File: src/rtl/i2s_tx_sequencer_if.sv
// Sample handshake bundle between the PCM sources and the I2S transmit sequencer.
interface i2s_tx_sequencer_if #(
    parameter int unsigned DATA_W = 24
) ();
    logic [DATA_W-1:0] left_data;
    logic              left_valid;
    logic              left_ready;
    logic [DATA_W-1:0] right_data;
    logic              right_valid;
    logic              right_ready;

    modport master (
        output left_data, left_valid, right_data, right_valid,
        input  left_ready, right_ready
    );

    modport slave (
        input  left_data, left_valid, right_data, right_valid,
        output left_ready, right_ready
    );
endinterface

File: src/rtl/i2s_tx_sequencer.sv
// I2S transmit sequencer: one-deep L/R holding registers, slot-aligned shift
// register with the I2S one-bit delay, frame pulse and sticky underrun flags.
module i2s_tx_sequencer #(
    parameter int unsigned DATA_W = 24
) (
    input  logic                clock_in,
    input  logic                reset_n,
    input  logic                bclk_in,
    input  logic                lrclk_in,
    input  logic                enable,
    input  logic                underrun_clr,
    i2s_tx_sequencer_if.slave   smp,
    output logic                sdata,
    output logic                frame_start,
    output logic                underrun_l,
    output logic                underrun_r
);

    localparam int unsigned SHIFT_W = 32;
    localparam int unsigned CNT_W   = 5;
    // Zero padding below the sample; the leading zero is the I2S delay bit.
    localparam int unsigned PAD_W   = SHIFT_W - 1 - DATA_W;

    typedef enum logic [1:0] {
        ST_IDLE,
        ST_SYNC,
        ST_RUN
    } state_e;

    state_e               state_q, state_d;
    logic                 bclk_q;
    logic                 lr_s_q, lr_s_d;
    logic                 bfall;
    logic                 boundary;
    logic                 slot_load;
    logic [DATA_W-1:0]    l_data_q, l_data_d;
    logic [DATA_W-1:0]    r_data_q, r_data_d;
    logic                 l_full_q, l_full_d;
    logic                 r_full_q, r_full_d;
    logic [SHIFT_W-1:0]   shift_q, shift_d;
    logic [CNT_W-1:0]     bit_cnt_q, bit_cnt_d;
    logic                 sdata_q, sdata_d;
    logic                 frame_start_q, frame_start_d;
    logic                 ur_l_q, ur_l_d;
    logic                 ur_r_q, ur_r_d;
    logic                 set_l, set_r;
    logic                 consume_l, consume_r;

    // Next-state logic: edge detect, FSM, slot loading, holding registers, flags.
    always_comb begin
        bfall         = bclk_q & ~bclk_in;
        boundary      = bfall & (lrclk_in != lr_s_q);
        state_d       = state_q;
        lr_s_d        = bfall ? lrclk_in : lr_s_q;
        l_data_d      = l_data_q;
        r_data_d      = r_data_q;
        l_full_d      = l_full_q;
        r_full_d      = r_full_q;
        shift_d       = shift_q;
        bit_cnt_d     = bit_cnt_q;
        frame_start_d = 1'b0;
        slot_load     = 1'b0;
        set_l         = 1'b0;
        set_r         = 1'b0;
        consume_l     = 1'b0;
        consume_r     = 1'b0;

        case (state_q)
            ST_IDLE: begin
                shift_d   = '0;
                bit_cnt_d = '0;
                if (enable) begin
                    state_d = ST_SYNC;
                end
            end
            ST_SYNC: begin
                if (!enable) begin
                    state_d = ST_IDLE;
                end else if (boundary && !lrclk_in) begin
                    state_d   = ST_RUN;
                    slot_load = 1'b1;
                end
            end
            ST_RUN: begin
                if (boundary) begin
                    if (enable) begin
                        slot_load = 1'b1;
                    end else begin
                        // Stop cleanly at a slot edge; held samples stay put.
                        state_d   = ST_IDLE;
                        shift_d   = '0;
                        bit_cnt_d = '0;
                    end
                end else if (bfall) begin
                    shift_d   = {shift_q[SHIFT_W-2:0], 1'b0};
                    bit_cnt_d = bit_cnt_q + CNT_W'(1);
                end
            end
            default: begin
                state_d = ST_IDLE;
            end
        endcase

        if (slot_load) begin
            bit_cnt_d = '0;
            if (!lrclk_in) begin
                frame_start_d = 1'b1;
                if (l_full_q) begin
                    shift_d   = SHIFT_W'(l_data_q) << PAD_W;
                    consume_l = 1'b1;
                end else begin
                    shift_d = '0;
                    set_l   = 1'b1;
                end
            end else begin
                if (r_full_q) begin
                    shift_d   = SHIFT_W'(r_data_q) << PAD_W;
                    consume_r = 1'b1;
                end else begin
                    shift_d = '0;
                    set_r   = 1'b1;
                end
            end
        end

        // Consume needs full and a write needs empty, so they never collide.
        if (consume_l) begin
            l_full_d = 1'b0;
        end
        if (smp.left_valid && !l_full_q) begin
            l_full_d = 1'b1;
            l_data_d = smp.left_data;
        end
        if (consume_r) begin
            r_full_d = 1'b0;
        end
        if (smp.right_valid && !r_full_q) begin
            r_full_d = 1'b1;
            r_data_d = smp.right_data;
        end

        sdata_d = (state_d == ST_RUN) ? shift_d[SHIFT_W-1] : 1'b0;
        ur_l_d  = set_l | (ur_l_q & ~underrun_clr);
        ur_r_d  = set_r | (ur_r_q & ~underrun_clr);
    end

    // State and datapath registers.
    always_ff @(posedge clock_in or negedge reset_n) begin
        if (!reset_n) begin
            state_q       <= ST_IDLE;
            bclk_q        <= 1'b0;
            lr_s_q        <= 1'b0;
            l_data_q      <= '0;
            r_data_q      <= '0;
            l_full_q      <= 1'b0;
            r_full_q      <= 1'b0;
            shift_q       <= '0;
            bit_cnt_q     <= '0;
            sdata_q       <= 1'b0;
            frame_start_q <= 1'b0;
            ur_l_q        <= 1'b0;
            ur_r_q        <= 1'b0;
        end else begin
            state_q       <= state_d;
            bclk_q        <= bclk_in;
            lr_s_q        <= lr_s_d;
            l_data_q      <= l_data_d;
            r_data_q      <= r_data_d;
            l_full_q      <= l_full_d;
            r_full_q      <= r_full_d;
            shift_q       <= shift_d;
            bit_cnt_q     <= bit_cnt_d;
            sdata_q       <= sdata_d;
            frame_start_q <= frame_start_d;
            ur_l_q        <= ur_l_d;
            ur_r_q        <= ur_r_d;
        end
    end

    assign smp.left_ready  = ~l_full_q;
    assign smp.right_ready = ~r_full_q;
    assign sdata           = sdata_q;
    assign frame_start     = frame_start_q;
    assign underrun_l      = ur_l_q;
    assign underrun_r      = ur_r_q;

endmodule

File: src/flat_wrapper.sv
// flat-port wrapper written by rule: the top's interface ports become plain ports
module i2s_tx_sequencer_flat 
#(
    parameter int unsigned DATA_W = 24
)
  (clock_in, reset_n, bclk_in, lrclk_in, enable, underrun_clr, sdata, frame_start, underrun_l, underrun_r, smp_left_data, smp_left_valid, smp_right_data, smp_right_valid, smp_left_ready, smp_right_ready);
  i2s_tx_sequencer_if #(.DATA_W(DATA_W)) smp_i ();
  input  logic clock_in;
  input  logic reset_n;
  input  logic bclk_in;
  input  logic lrclk_in;
  input  logic enable;
  input  logic underrun_clr;
  output logic sdata;
  output logic frame_start;
  output logic underrun_l;
  output logic underrun_r;
  input wire logic [$bits(smp_i.left_data)-1:0] smp_left_data;
  input wire logic [$bits(smp_i.left_valid)-1:0] smp_left_valid;
  input wire logic [$bits(smp_i.right_data)-1:0] smp_right_data;
  input wire logic [$bits(smp_i.right_valid)-1:0] smp_right_valid;
  output wire logic [$bits(smp_i.left_ready)-1:0] smp_left_ready;
  output wire logic [$bits(smp_i.right_ready)-1:0] smp_right_ready;
  assign smp_i.left_data = smp_left_data;
  assign smp_i.left_valid = smp_left_valid;
  assign smp_i.right_data = smp_right_data;
  assign smp_i.right_valid = smp_right_valid;
  assign smp_left_ready = smp_i.left_ready;
  assign smp_right_ready = smp_i.right_ready;
  i2s_tx_sequencer #(.DATA_W(DATA_W)) u_core (.clock_in(clock_in), .reset_n(reset_n), .bclk_in(bclk_in), .lrclk_in(lrclk_in), .enable(enable), .underrun_clr(underrun_clr), .smp(smp_i), .sdata(sdata), .frame_start(frame_start), .underrun_l(underrun_l), .underrun_r(underrun_r));
endmodule
File: config.mk
export PLATFORM = sky130hd
export DESIGN_NAME = i2s_tx_sequencer_flat
export DESIGN_NICKNAME = d
export VERILOG_FILES = /design/src/rtl/i2s_tx_sequencer_if.sv /design/src/rtl/i2s_tx_sequencer.sv /design/src/flat_wrapper.sv
export SDC_FILE = /design/constraint.sdc
export NUM_CORES = 1
export LEC_CHECK = 0
export BUFFER_PORTS_ARGS = -buffer_cell sky130_fd_sc_hd__buf_2
export CAP_MARGIN = 20
export CORE_ASPECT_RATIO = 1.25
export CORE_MARGIN = 4
export CORE_UTILIZATION = 60
export DETAILED_ROUTE_END_ITERATION = 8
export PLACE_DENSITY = 0.88
export SYNTH_ARGS = -nofsm -noshare
export SYNTH_HDL_FRONTEND = slang
export SYNTH_SLANG_ARGS = --single-unit
File: constraint.sdc
create_clock -name clock_in -period 4.77 [get_ports clock_in]
set_input_delay 0.2385 -clock clock_in [delete_from_list [all_inputs] [get_ports clock_in]]
set_output_delay 0.2385 -clock clock_in [all_outputs]
set_load 0.1 [all_outputs]
Word level (Yosys, flattened, before mapping) --
Cells that the tools add are included.
Storage, ports and cells: bits in registers 90, bits of input ports 56, output and inout port bits 6, logic and storage cells 78
Cells by class: eq/ne operators 6, muxes and demuxes 38, bitwise logic cells 10, reduce and logical (&&, ||, !) cells 11
Operators by type and width (count):
- two-way mux 32 bit | 5
- case mux 32 bit (2 select lines) | 1
- two-way mux 31 bit | 2
- two-way mux 1 bit | 23
- two-way mux 2 bit | 5
- case mux 2 bit (3 select lines) | 1
- bitwise AND 1 bit | 4
- equality test 2 bit (second input constant) | 2
- inequality test 4 x 1 -> 1 bit (second input constant) | 1
- inequality test 4 bit (second input constant) | 1
- inverter 1 bit | 4
- nonzero test 2 bit | 2
- logical AND 1 bit | 3
- zero test 1 bit | 3
- AND reduction 3 bit | 1
- nonzero test 3 bit | 1
- equality test 2 x 1 -> 1 bit (second input constant) | 1
- zero test 2 bit | 1
- bitwise OR 1 bit | 2
- case mux 1 bit (2 select lines) | 1
- inequality test 1 bit | 1

Logic depth before layout (Yosys ltp) --
Gate-level depths: netlist of run 1.
depth in word-level cells 10, mapped depth 7, gate-level depth less buffers 6

Worst setup path before layout of run 1 --
Ideal clock, no wire load.
path kind reg-to-reg, from register u_core.state_q[0], to register u_core.shift_q[21], setup time 0.079 ns, arrival 1.968 ns, required time 4.691 ns, slack 2.723 ns, stages on the path, launching flop included 8, path buffers 1, clock period less this slack 2.047 ns, cell sequence dfrtp_1 -> inv_1 -> ha_1 -> and4b_1 -> and3b_1 -> a211oi_4 -> buf_8 -> mux2i_1
Between the ends: word-level cells in the longest chain between the ends 4, elaborated cells between the ends (all ways) 10, classes of those cells eq/ne: 4; mux: 3; reduce/logical: 3
RTL lines:
- start: declaration | line i2s_tx_sequencer.sv:30 | state_e state_q, state_d;
- start signal: assignment | line i2s_tx_sequencer.sv:164 | state_q <= state_d;
- equality test 2 bit or equality test 2 x 1 -> 1 bit (tied branches) | line i2s_tx_sequencer.sv:68 | case (state_q)
- case mux 1 bit (2 select lines) | line i2s_tx_sequencer.sv:68
- inequality test 4 x 1 -> 1 bit (no line), or another cell as far along
- AND reduction 3 bit (no line)
- end signal: assignment | line i2s_tx_sequencer.sv:171 | shift_q <= shift_d;
- end: declaration | line i2s_tx_sequencer.sv:40 | logic [SHIFT_W-1:0] shift_q, shift_d;
Parallel ways exist; a longest one is shown, timed or not. A chain may end at the register's enable or synchronous reset.

Worst setup path in the final report of run 1 --
from register u_core.state_q[0], to register u_core.shift_q[25]
The elaborated chain is that of the path after synthesis.

==> summary.md, run 1 <==
| Metric | Value |
|---|---|
| Most frequent cells in the layout | dfrtp_1, buf_2, mux2_2 |
| Syn Inst Count | 288 |
| Post-synth top area cell | dfrtp_1 |
| DR DRC count | 0 |
| Largest cells by area after synthesis | dfrtp_1, mux2_2, a222oi_1 |
| GRT Overall Usage | 21.1% |
| Setup CP Type | reg -> reg |
| Filler cells | 415 |
| Placer congestion estimate | 0.916 |
| PortBufs | 61 |
| Die area | 0.00780 mm2 |
| Pwr/cell area | 414 mW/mm2 |
| Initial antenna violation count | 0 |
| Final setup viols | 0 |
| Rel. slew slack | 33.8% |
| Hpwl dp | 5220 um |
| Hold crit path type | in -> reg |
| H-tree depth | 3 |
| WL met3 | 415 um |
| Leak pwr | 2.08 nW |
| Fin. max-slew vios | 0 |
| CTS tree | done |
| Max cap viols | 0 |
| Status | finished clean |
| Highest metal used | met4 |
| Routed met1 length | 3300 um |
| TNS Setup | 0 ns |
| Initial DRC Count | 288 |
| Synth Flop Type | dfrtp_1 |
| Most common cell after layout, fill and taps aside | dfrtp_1 |
| Ys async rst share | 100% |
| Post-route ant nets | 0 |
| Share of cells above drive strength 1 | 39.2% |
| Die Ht | 97.7 um |
| Area fraction of the dominant cell type after synthesis | 57.6% |
| Net Count, Synth | 348 |
| CTS Root Cell | clkbuf_8 |
| Total Nets Final | 410 |
| Yosys cell types | 35 |
| Clk_lat worst skew | 0.35 ns |
| Vias/cell | 5.92 |
| Deepest clock path buffer count | 2 |
| Max Fclk | 0.417 GHz |
| Seq cells post-synth | 89 |
| Post-synth EDFFs | 0 |
| First-pass GRT wire length | 13000 um |
| Synth warn | 0 |
| Max FO, Critical Path | 14 |
| Final wirelength | 7780 um |
| Setup Skew | 0.0114 ns |
| Vias in the first global route | 2750 |
| Period utilization | 50.3% |
| Netlist Area Pre-Place | 0.00386 mm2 |
| Startpoint Class | flop |
| Worst-margin pin slew | 0.994 ns |
| Std-Cell Rows | 32 |
| IO Count | 62 |
| Fin. Hold Viols | 0 |
| CTS Buf Count | 9 |
| Largest net degree at the start of global routing | 90 |
| Met2 wire len | 3960 um |
| Register area share after synthesis | 57.6% |
| Clk pin slew, worst setup/hold paths | 0.09 ns |
| WP data required | 5.03 ns |
| Vias | 2605 |
| CP endpoint kind | flop |
| First-pass detailed-route iteration total | 7 |
| Worst vdd ir | 0.308 mV |
| GRT Residual Overflow | 0 |
| Syn Area/Cell | 13.4 um2 |
| Final worst path period need | 2.40 ns |
| Hold WS | 0.0507 ns |
| Initial core utilization | 62.3% |
| Clock sink count | 89 |
| Die width | 79.8 um |
| Core area | 0.00621 mm2 |
| WL/cell | 17.7 um |
| Antenna cells | 0 |
| Layout area overhead | 16.0% |
| Resized cells post-CTS | 0 |
| Crit path arrival time | 2.66 ns |
| RSZ-0062 raised after global routing | false |
[power by group]
group,leakage [nW],switching [mW],internal (mW)
registers,1.14,0.0823,0.889
logic,0.828,0.159,0.184
clock network,0.106,0.255,0.287
total,2.08,0.497,1.36
[state kept, by name, indices dropped and copies added, names as in the netlist]
signal              flops
u_core.r_full_q         1
u_core.state_q          2
u_core.bclk_q           1
u_core.l_data_q        24
u_core.l_full_q         1
u_core.lr_s_q           1
u_core.sdata            1
u_core.frame_start      1
u_core.r_data_q        24
u_core.underrun_l       1
u_core.underrun_r       1
u_core.shift_q         31
[routing by layer]
| metal | vias up | track usage [%] |
|---|---|---|
| li1 | 1178 | - |
| met3 | 10 | 4.61 |
| met2 | 89 | 33.7 |
| met5 | - | 0 |
| met4 | 0 | 7.28 |
| met1 | 1328 | 28.7 |
[synthesized netlist by cell type, drive strengths merged, types with 2 or more instances]
master  number
dfrtp       89
mux2        49
inv         32
a222oi      23
mux2i       23
nor2        12
clkbuf      10
buf          7
a32oi        6
ha           4
nand2        4
a21o         3
a21oi        2
a22o         2
a311oi       2
nand2b       2
nor2b        2
[repair_timing]
action                    CTS  global route
hold endpoints to repair    0            16
buffers inserted            0             0
hold buffers                0             1
[final timing paths]
kind	start	endpoint	slack [ns]	cells past startpoint
min reg2reg	u_core.underrun_l	u_core.underrun_l	0.50	1
max in group asynchronous	reset_n	u_core.r_data_q[14]	3.87	3
max reg2reg	u_core.state_q[0]	u_core.shift_q[25]	2.37	7
min	bclk_in	u_core.bclk_q	0.05	1
min in group asynchronous	reset_n	u_core.shift_q[16]	0.29	2
max	u_core.state_q[0]	u_core.shift_q[25]	2.37	7
[critical path: stages (launching register included)]
cell and delay (ns):
dfrtp_1 0.43, inv_1 0.10, ha_1 0.20, nand3b_1 0.18, nor3_2 0.74, buf_4 0.34, a222oi_1 0.11, mux2i_1 0.21
[through the flow]
step           total power [mW]  area (um2)  utilization, %  std cells  setup WS (ns)
2_1_floorplan              1.23        3860               -        288           2.72
3_3_place_gp               1.30        4230            68.2        422           2.60
3_5_place_dp               1.33        4230            68.2        422           2.44
4_1_cts                    1.86        4450            71.6        438           2.40
5_1_grt                    1.95        4480            72.2        440           2.17
6_report                   1.86        4480            72.2        440           2.37
[logic make-up after synthesis]
group | share of synthesized area (%)
xor gates and xnor gates | 0.421
AOI/OAI and AO/OA | 10.2
and+or+nand+nor | 4.53
muxes | 20.2
buffers and inverters | 5.67
adders and majority gates | 1.29
DFF | 57.6
[final cells by class]
| type | count | area (um2) | share of cell area (%) |
|---|---|---|---|
| clock buffers | 13 | 169 | 3.77 |
| clock inverters | 3 | 46.3 | 1.03 |
| inverters | 32 | 120 | 2.68 |
| multi-input cells | 150 | 1430 | 31.9 |
| flip-flops and latches | 89 | 2230 | 49.7 |
| well taps | 85 | 106 | 2.37 |
| repair buffers | 68 | 383 | 8.54 |
Note: power is estimated with default switching activity, not from simulation.
==> inputs of run 2 (changes only) <==
- ABC_AREA: default -> 1
- CORE_UTILIZATION: 60 -> 57
- PLACE_DENSITY: 0.88 -> 0.84
- clock period: 4.77 -> 2.33 ns (I/O delays scaled with it)
==> run 2 against run 1 <==
Register-to-register slack worse by 2.1 ns. Synthesized area is 10% higher. Worst hold slack worse by 0.043 ns. Cell count is 47% higher. Global-route usage is 1.1 points higher. Clock-buffer cell count is 1 lower. Wire length is 19% higher. First-iteration DRC count is 18% lower. Core utilization is 1.2 points lower. Combinational power grew to 3.2 times the previous value.
==> summary.md, run 2 <==
| Metric | Value |
|---|---|
| Setup CP Type | in -> reg |
| Max FO, Critical Path | 25 (+11) |
| Die area | 0.00892 mm2 (+14%) |
| Rel. slew slack | 33.8% (+0.056 points) |
| Worst vdd ir | 0.616 mV (+100%) |
| Resized cells post-CTS | 0 (unchanged) |
| Clk pin slew, worst setup/hold paths | 0.08 ns (about the same) |
| Startpoint Class | primary input |
| Final std cells w/o fill | 648 (+47%) |
| Vias | 3475 (+33%) |
| Seq cells post-synth | 89 (unchanged) |
| PortBufs | 61 (unchanged) |
| Slowest CP cell | o21ai_2 |
| Fin. Hold Viols | 0 (unchanged) |
| Layout area overhead | 18.7% |
| Most frequent cells after synthesis | dfrtp_1, nand2_1, inv_1 |
| Vias in the first global route | 3539 (+29%) |
| First-pass detailed-route iteration total | 5 (-2) |
| Vias/cell | 5.36 (-9.4%) |
| Register area share after synthesis | 52.4% (-5.3 points) |
| RSZ-0062 raised after global routing | false |
| Syn Area/Cell | 8.97 um2 (-33%) |
| Die Ht | 105 um (+7.0%) |
| Syn Inst Count | 474 (+65%) |
| GRT Residual Overflow | 0 (unchanged) |
| Post-synth EDFFs | 0 (unchanged) |
| Deepest clock path buffer count | 2 (unchanged) |
| First-pass GRT wire length | 16200 um (+25%) |
| Setup Skew | 0.0171 ns (+0.00572 ns) |
| Most common cell after layout, fill and taps aside | dfrtp_1 |
| Total Nets Final | 613 (+50%) |
| Largest net degree at the start of global routing | 50 (-44%) |
| CP endpoint kind | flop |
| H-tree depth | 3 (unchanged) |
| WL/cell | 14.3 um (-19%) |
| Critical-path cell list | dlygate4sd3_1 > buf_2 > nor2_4 > nand3_4 > o21ai_2 > nand3_2 > o21ai_1 |
| Max cap viols | 0 (unchanged) |
| Net Count, Synth | 534 (+53%) |
| Period utilization | 89.9% |
| Post-CTS Setup Inserts | 0 (unchanged) |
| Clk_lat worst skew | 0.35 ns (about the same) |
| Delay-heaviest family, CP | compound AO/OA/AOI/OAI gates |
| Critical path's largest stage delay | 0.78 ns (+0.04 ns) |
| CTS Buf Count | 9 (unchanged) |
| Initial core utilization | 59.9% (-2.4 points) |
| Antenna cells | 0 (unchanged) |
| Largest cells by area after synthesis | dfrtp_1, nand2_1, mux2_2 |
| GRT Overall Usage | 22.2% (+1.1 points) |
| Initial antenna violation count | 0 (unchanged) |
| Most frequent cells in the layout | dfrtp_1, nand2_1, inv_1 |
| Std-Cell Rows | 34 (+6.3%) |
| Post-route ant nets | 0 (unchanged) |
| Crit path buf inv count | 2 (unchanged) |
| CTS Hold Bufs | 25 (+25) |
| CTS Root Cell | clkbuf_8 |
| Worst-margin pin slew | 0.993 ns (-0.000972 ns) |
| Synth Flop Type | dfrtp_1 |
| Ys async rst share | 100% (unchanged) |
| Yosys cell types | 24 (-31%) |
| Most frequent cell after synthesis | dfrtp_1 |
| Core area | 0.00710 mm2 (+14%) |
| Max reg flops | 31 (unchanged) |
| Hold WS | 0.00781 ns (-0.0429 ns) |
| Hpwl dp | 6100 um (+17%) |
| Placer congestion estimate | 0.818 (-11%) |
| Max Fclk | 0.478 GHz |
| Die width | 85.3 um (+6.9%) |
| Fin. max-slew vios | 0 (unchanged) |
| Pwr/cell area | 820 mW/mm2 (+98%) |
| Synth warn | 0 (unchanged) |
| Placed cells | 607 (+44%) |
| Hold crit path type | in -> reg |
| Top Registers | u_core.shift_q (31), u_core.l_data_q (24), u_core.r_data_q (24) |
| Initial DRC Count | 236 (-18%) |
| Crit path arrival time | 2.36 ns (-0.30 ns) |
| CTS tree | done |
| TNS Setup | 0 ns (unchanged) |
| Final wirelength | 9260 um (+19%) |
| Final worst path period need | 2.09 ns |
| Filler cells | 507 (+22%) |
| Area fraction of the dominant cell type after synthesis | 52.4% (-5.3 points) |
| DR DRC count | 0 (unchanged) |
| Netlist Area Pre-Place | 0.00425 mm2 (+10%) |
| Share of cells above drive strength 1 | 21.9% (-17 points) |
| IO Count | 62 (unchanged) |
| WP data required | 2.60 ns (-2.43 ns) |
| Final setup viols | 0 (unchanged) |
| Clock sink count | 89 (unchanged) |
| Status | finished clean |
| Largest Register | u_core.shift_q |
| Post-synth top area cell | dfrtp_1 |
| Leak pwr | 2.56 nW (+23%) |
run 2: routing by layer:
layer | vias up | GRT usage [%] | share of wire (%)
li1 | 1693 | - | -
met1 | 1680 | 29.9 | 43
met2 | 87 | 35.8 | 51
met5 | - | 0 | 0
met3 | 15 | 4.25 | 4.2
met4 | 0 | 8.37 | 2.0
run 2: kinds of logic (layout without fill, tap and decap cells):
kind of cell    count (synthesis)  after routing  share of synthesized area, %
mux                            26             26                          6.88
flops                          89             89                          52.4
fa+ha+maj                       4              4                          1.18
buf+inv                        97            181                          9.30
compound gates                 82             82                          11.2
simple gates                  176            176                          19.1
run 2: layout make-up:
cell class | instances | area [um2] | area share [%]
clock buffer | 12 | 155 | 3.07
tap | 90 | 113 | 2.23
multi-input combinational | 288 | 1630 | 32.3
sequential | 89 | 2230 | 44.1
timing repair buffer | 94 | 631 | 12.5
inverter | 71 | 267 | 5.28
clock inverter | 4 | 26.3 | 0.520
run 2: path summary, 6_finish.rpt:
check                           slack (ns)                  end  cells after the start              start
worst max register to register        0.29    u_core.shift_q[5]                      6      u_core.bclk_q
min in group asynchronous             0.29    u_core.state_q[0]                      2            reset_n
worst min-delay path                 0.008   u_core.r_data_q[5]                      2  smp_right_data[5]
worst max-delay path                  0.24    u_core.shift_q[5]                      7            bclk_in
worst min register to register        0.50    u_core.shift_q[1]                      2  u_core.shift_q[1]
max in group asynchronous             1.40  u_core.r_data_q[11]                      3            reset_n
run 2: stage by stage:
stage / area [um2] / power (mW) / setup slack, ns / utilization (%)
4_1_cts: 5050 / 4.15 / 0.248 / 71.1
5_1_grt: 5050 / 4.39 / 0.0282 / 71.1
3_3_place_gp: 4620 / 3.09 / 0.425 / 65.0
3_5_place_dp: 4620 / 3.15 / 0.265 / 65.0
2_1_floorplan: 4250 / 2.84 / 0.281 / -
6_report: 5050 / 4.14 / 0.236 / 71.1
run 2: where the power goes:
group / internal (mW) / switching, mW / total [mW]
Combinational: 0.481 / 0.610 / 1.09
Sequential: 1.91 / 0.160 / 2.07
Clock: 0.447 / 0.528 / 0.975
Total: 2.84 / 1.30 / 4.14
==> inputs of run 3 (changes only) <==
- CELL_PAD_IN_SITES_DETAIL_PLACEMENT: default -> 2
- CELL_PAD_IN_SITES_GLOBAL_PLACEMENT: default -> 2
- CORE_UTILIZATION: 57 -> 35
==> run 3 against run 2 <==
Via count increased by 1.7%. Sequential power is essentially flat. Sequential share of layout area fell by 0.67 points. First-iteration DRC count decreased by 45%. Combinational power rose by 5%. Sequential cell count did not move. Cell area is 1.5% higher. Cell count grew 8.6%. Register-to-register slack got worse by 0.05 ns. Largest cell class unchanged. Largest power group unchanged.
==> summary.md, run 3 (synthesis results as in run 2) <==
| Metric | Value |
|---|---|
| PortBufs | 61 (unchanged) |
| Leak pwr | 2.57 nW (+0.34%) |
| Total Nets Final | 598 (-2.4%) |
| R2R Setup Slk | 0.24 ns (-0.05 ns) |
| Startpoint Class | flop |
| Most common cell after layout, fill and taps aside | dfrtp_1 |
| Period utilization | 89.9% (about the same) |
| TNS Setup | 0 ns (unchanged) |
| CTS Buf Count | 9 (unchanged) |
| Hpwl dp | 8380 um (+37%) |
| Die area | 0.0140 mm2 (+57%) |
| Worst-margin pin slew | 0.662 ns (-0.331 ns) |
| Initial core utilization | 36.1% (-24 points) |
| Top Registers | u_core.shift_q (31), u_core.l_data_q (24), u_core.r_data_q (24) |
| Post-route ant nets | 0 (unchanged) |
| Largest Register | u_core.shift_q |
| Final wirelength | 12100 um (+31%) |
| Max FO, Critical Path | 28 (+12%) |
| Crit path arrival time | 2.37 ns (about the same) |
| GRT Residual Overflow | 0 (unchanged) |
| Status | finished clean |
| Rel. slew slack | 55.7% (+22 points) |
| Die width | 107 um (+25%) |
| IO Count | 62 (unchanged) |
| Filler cells | 1319 (+160%) |
| Vias in the first global route | 4052 (+14%) |
| GRT Overall Usage | 18.5% (-3.8 points) |
| DR DRC count | 0 (unchanged) |
| Clk pin slew, worst setup/hold paths | 0.06 ns (-0.02 ns) |
| First-pass GRT wire length | 20700 um (+28%) |
| Antenna cells | 0 (unchanged) |
| CTS Root Cell | clkbuf_16 |
| CP endpoint kind | flop |
| Worst vdd ir | 0.398 mV (-35%) |
| Placer congestion estimate | 0.739 (-9.7%) |
| Max cap viols | 0 (unchanged) |
| CTS tree | done |
| Placed cells | 678 (+12%) |
| Core area | 0.0118 mm2 (+66%) |
| Vias | 3535 (+1.7%) |
| WL/cell | 17.2 um (+20%) |
| Pwr/cell area | 907 mW/mm2 (+11%) |
| Initial DRC Count | 129 (-45%) |
| Fin. max-slew vios | 0 (unchanged) |
| Fin. Hold Viols | 0 (unchanged) |
| Setup Skew | 0.00411 ns (-0.0130 ns) |
| Share of cells above drive strength 1 | 22.7% (+0.79 points) |
| Deepest clock path buffer count | 2 (unchanged) |
| Final worst path period need | 2.09 ns (-0.0000160 ns) |
| Vias/cell | 5.02 (-6.4%) |
| H-tree depth | 3 (unchanged) |
| Max reg flops | 31 (unchanged) |
| Max Fclk | 0.478 GHz (about the same) |
| Final setup viols | 0 (unchanged) |
| RSZ-0062 raised after global routing | false |
| Setup CP Type | reg -> reg |
| First-pass detailed-route iteration total | 4 (-1) |
| Final std cells w/o fill | 704 (+8.6%) |
| Clk_lat worst skew | 0.34 ns (about the same) |
| Power after layout | 4.65 mW (+12%) |
| Largest net degree at the start of global routing | 48 (-4.0%) |
| Hold crit path type | in -> reg |
| Most frequent cells in the layout | dfrtp_1, nand2_1, inv_1 |
| Post-layout util | 43.5% (-28 points) |
| WP data required | 2.61 ns (about the same) |
| Die Ht | 131 um (+25%) |
| Clock sink count | 89 (unchanged) |
| Std-Cell Rows | 44 (+29%) |
| Initial antenna violation count | 0 (unchanged) |
| Layout area overhead | 20.5% |
run 3: through the flow:
stage	hold WS, ns	setup slack [ns]	instance area, um2
finish	0.00435	0.236	5130
global route	0.00638	0.00553	5130
CTS	0.000133	0.140	5110
detailed placement	0.167	0.177	4720
global placement	0.160	0.311	4720
floorplan	-0.179	0.281	4250
run 3: area by class of cell:
type                    instances  area (um2)  share of cell area (%)
inverters                      71         269                    5.25
flip-flops and latches         89        2230                    43.4
repair buffers                 79         493                    9.62
clock buffers                  12         267                    5.20
clock inverters                 4        26.3                   0.513
well taps                     161         201                    3.93
multi-input cells             288        1640                    32.0
run 3: layer usage:
layer / wire length, um / vias to the layer above / global-route usage, %
met1: 5230 / 1796 / 22.8
met2: 6340 / 56 / 32.9
met4: 216 / 0 / 6.33
met5: 0 / - / 0
li1: - / 1669 / -
met3: 304 / 14 / 2.40
run 3: worst max-delay path: stages, from the launching register on:
cell     delay [ns]
dfrtp_1        0.41
inv_1          0.12
ha_1           0.31
inv_1          0.13
nor2_1         0.25
nand2_1        0.15
inv_4          0.26
nand2_1        0.10
o21ai_1        0.13
inv_1          0.08
nand2_1        0.08
run 3: worst paths after layout:
path                                    startpoint                   to  cells after the start
max in group asynchronous                  reset_n   u_core.l_data_q[8]                      3
worst max-delay path             u_core.state_q[0]   u_core.shift_q[26]                     10
worst min register to register  u_core.r_data_q[8]   u_core.r_data_q[8]                      1
worst max register to register   u_core.state_q[0]   u_core.shift_q[26]                     10
min in group asynchronous                  reset_n  u_core.l_data_q[16]                      2
worst min-delay path            smp_right_data[10]  u_core.r_data_q[10]                      2
run 3: timing repair:
| item | 4_1_cts | 5_1_grt |
|---|---|---|
| endpoints found under the setup margin | 0 | 13 |
| resized for setup | 0 | 4 |
| endpoints found under the hold margin | 52 | 0 |
| buffers inserted | 0 | 0 |
| hold buffers | 10 | 0 |
run 3: report_power, final:
part	switching [mW]	internal, mW	total, mW
clock network	0.610	0.809	1.42
logic	0.672	0.470	1.14
registers	0.172	1.92	2.09
total	1.45	3.20	4.65
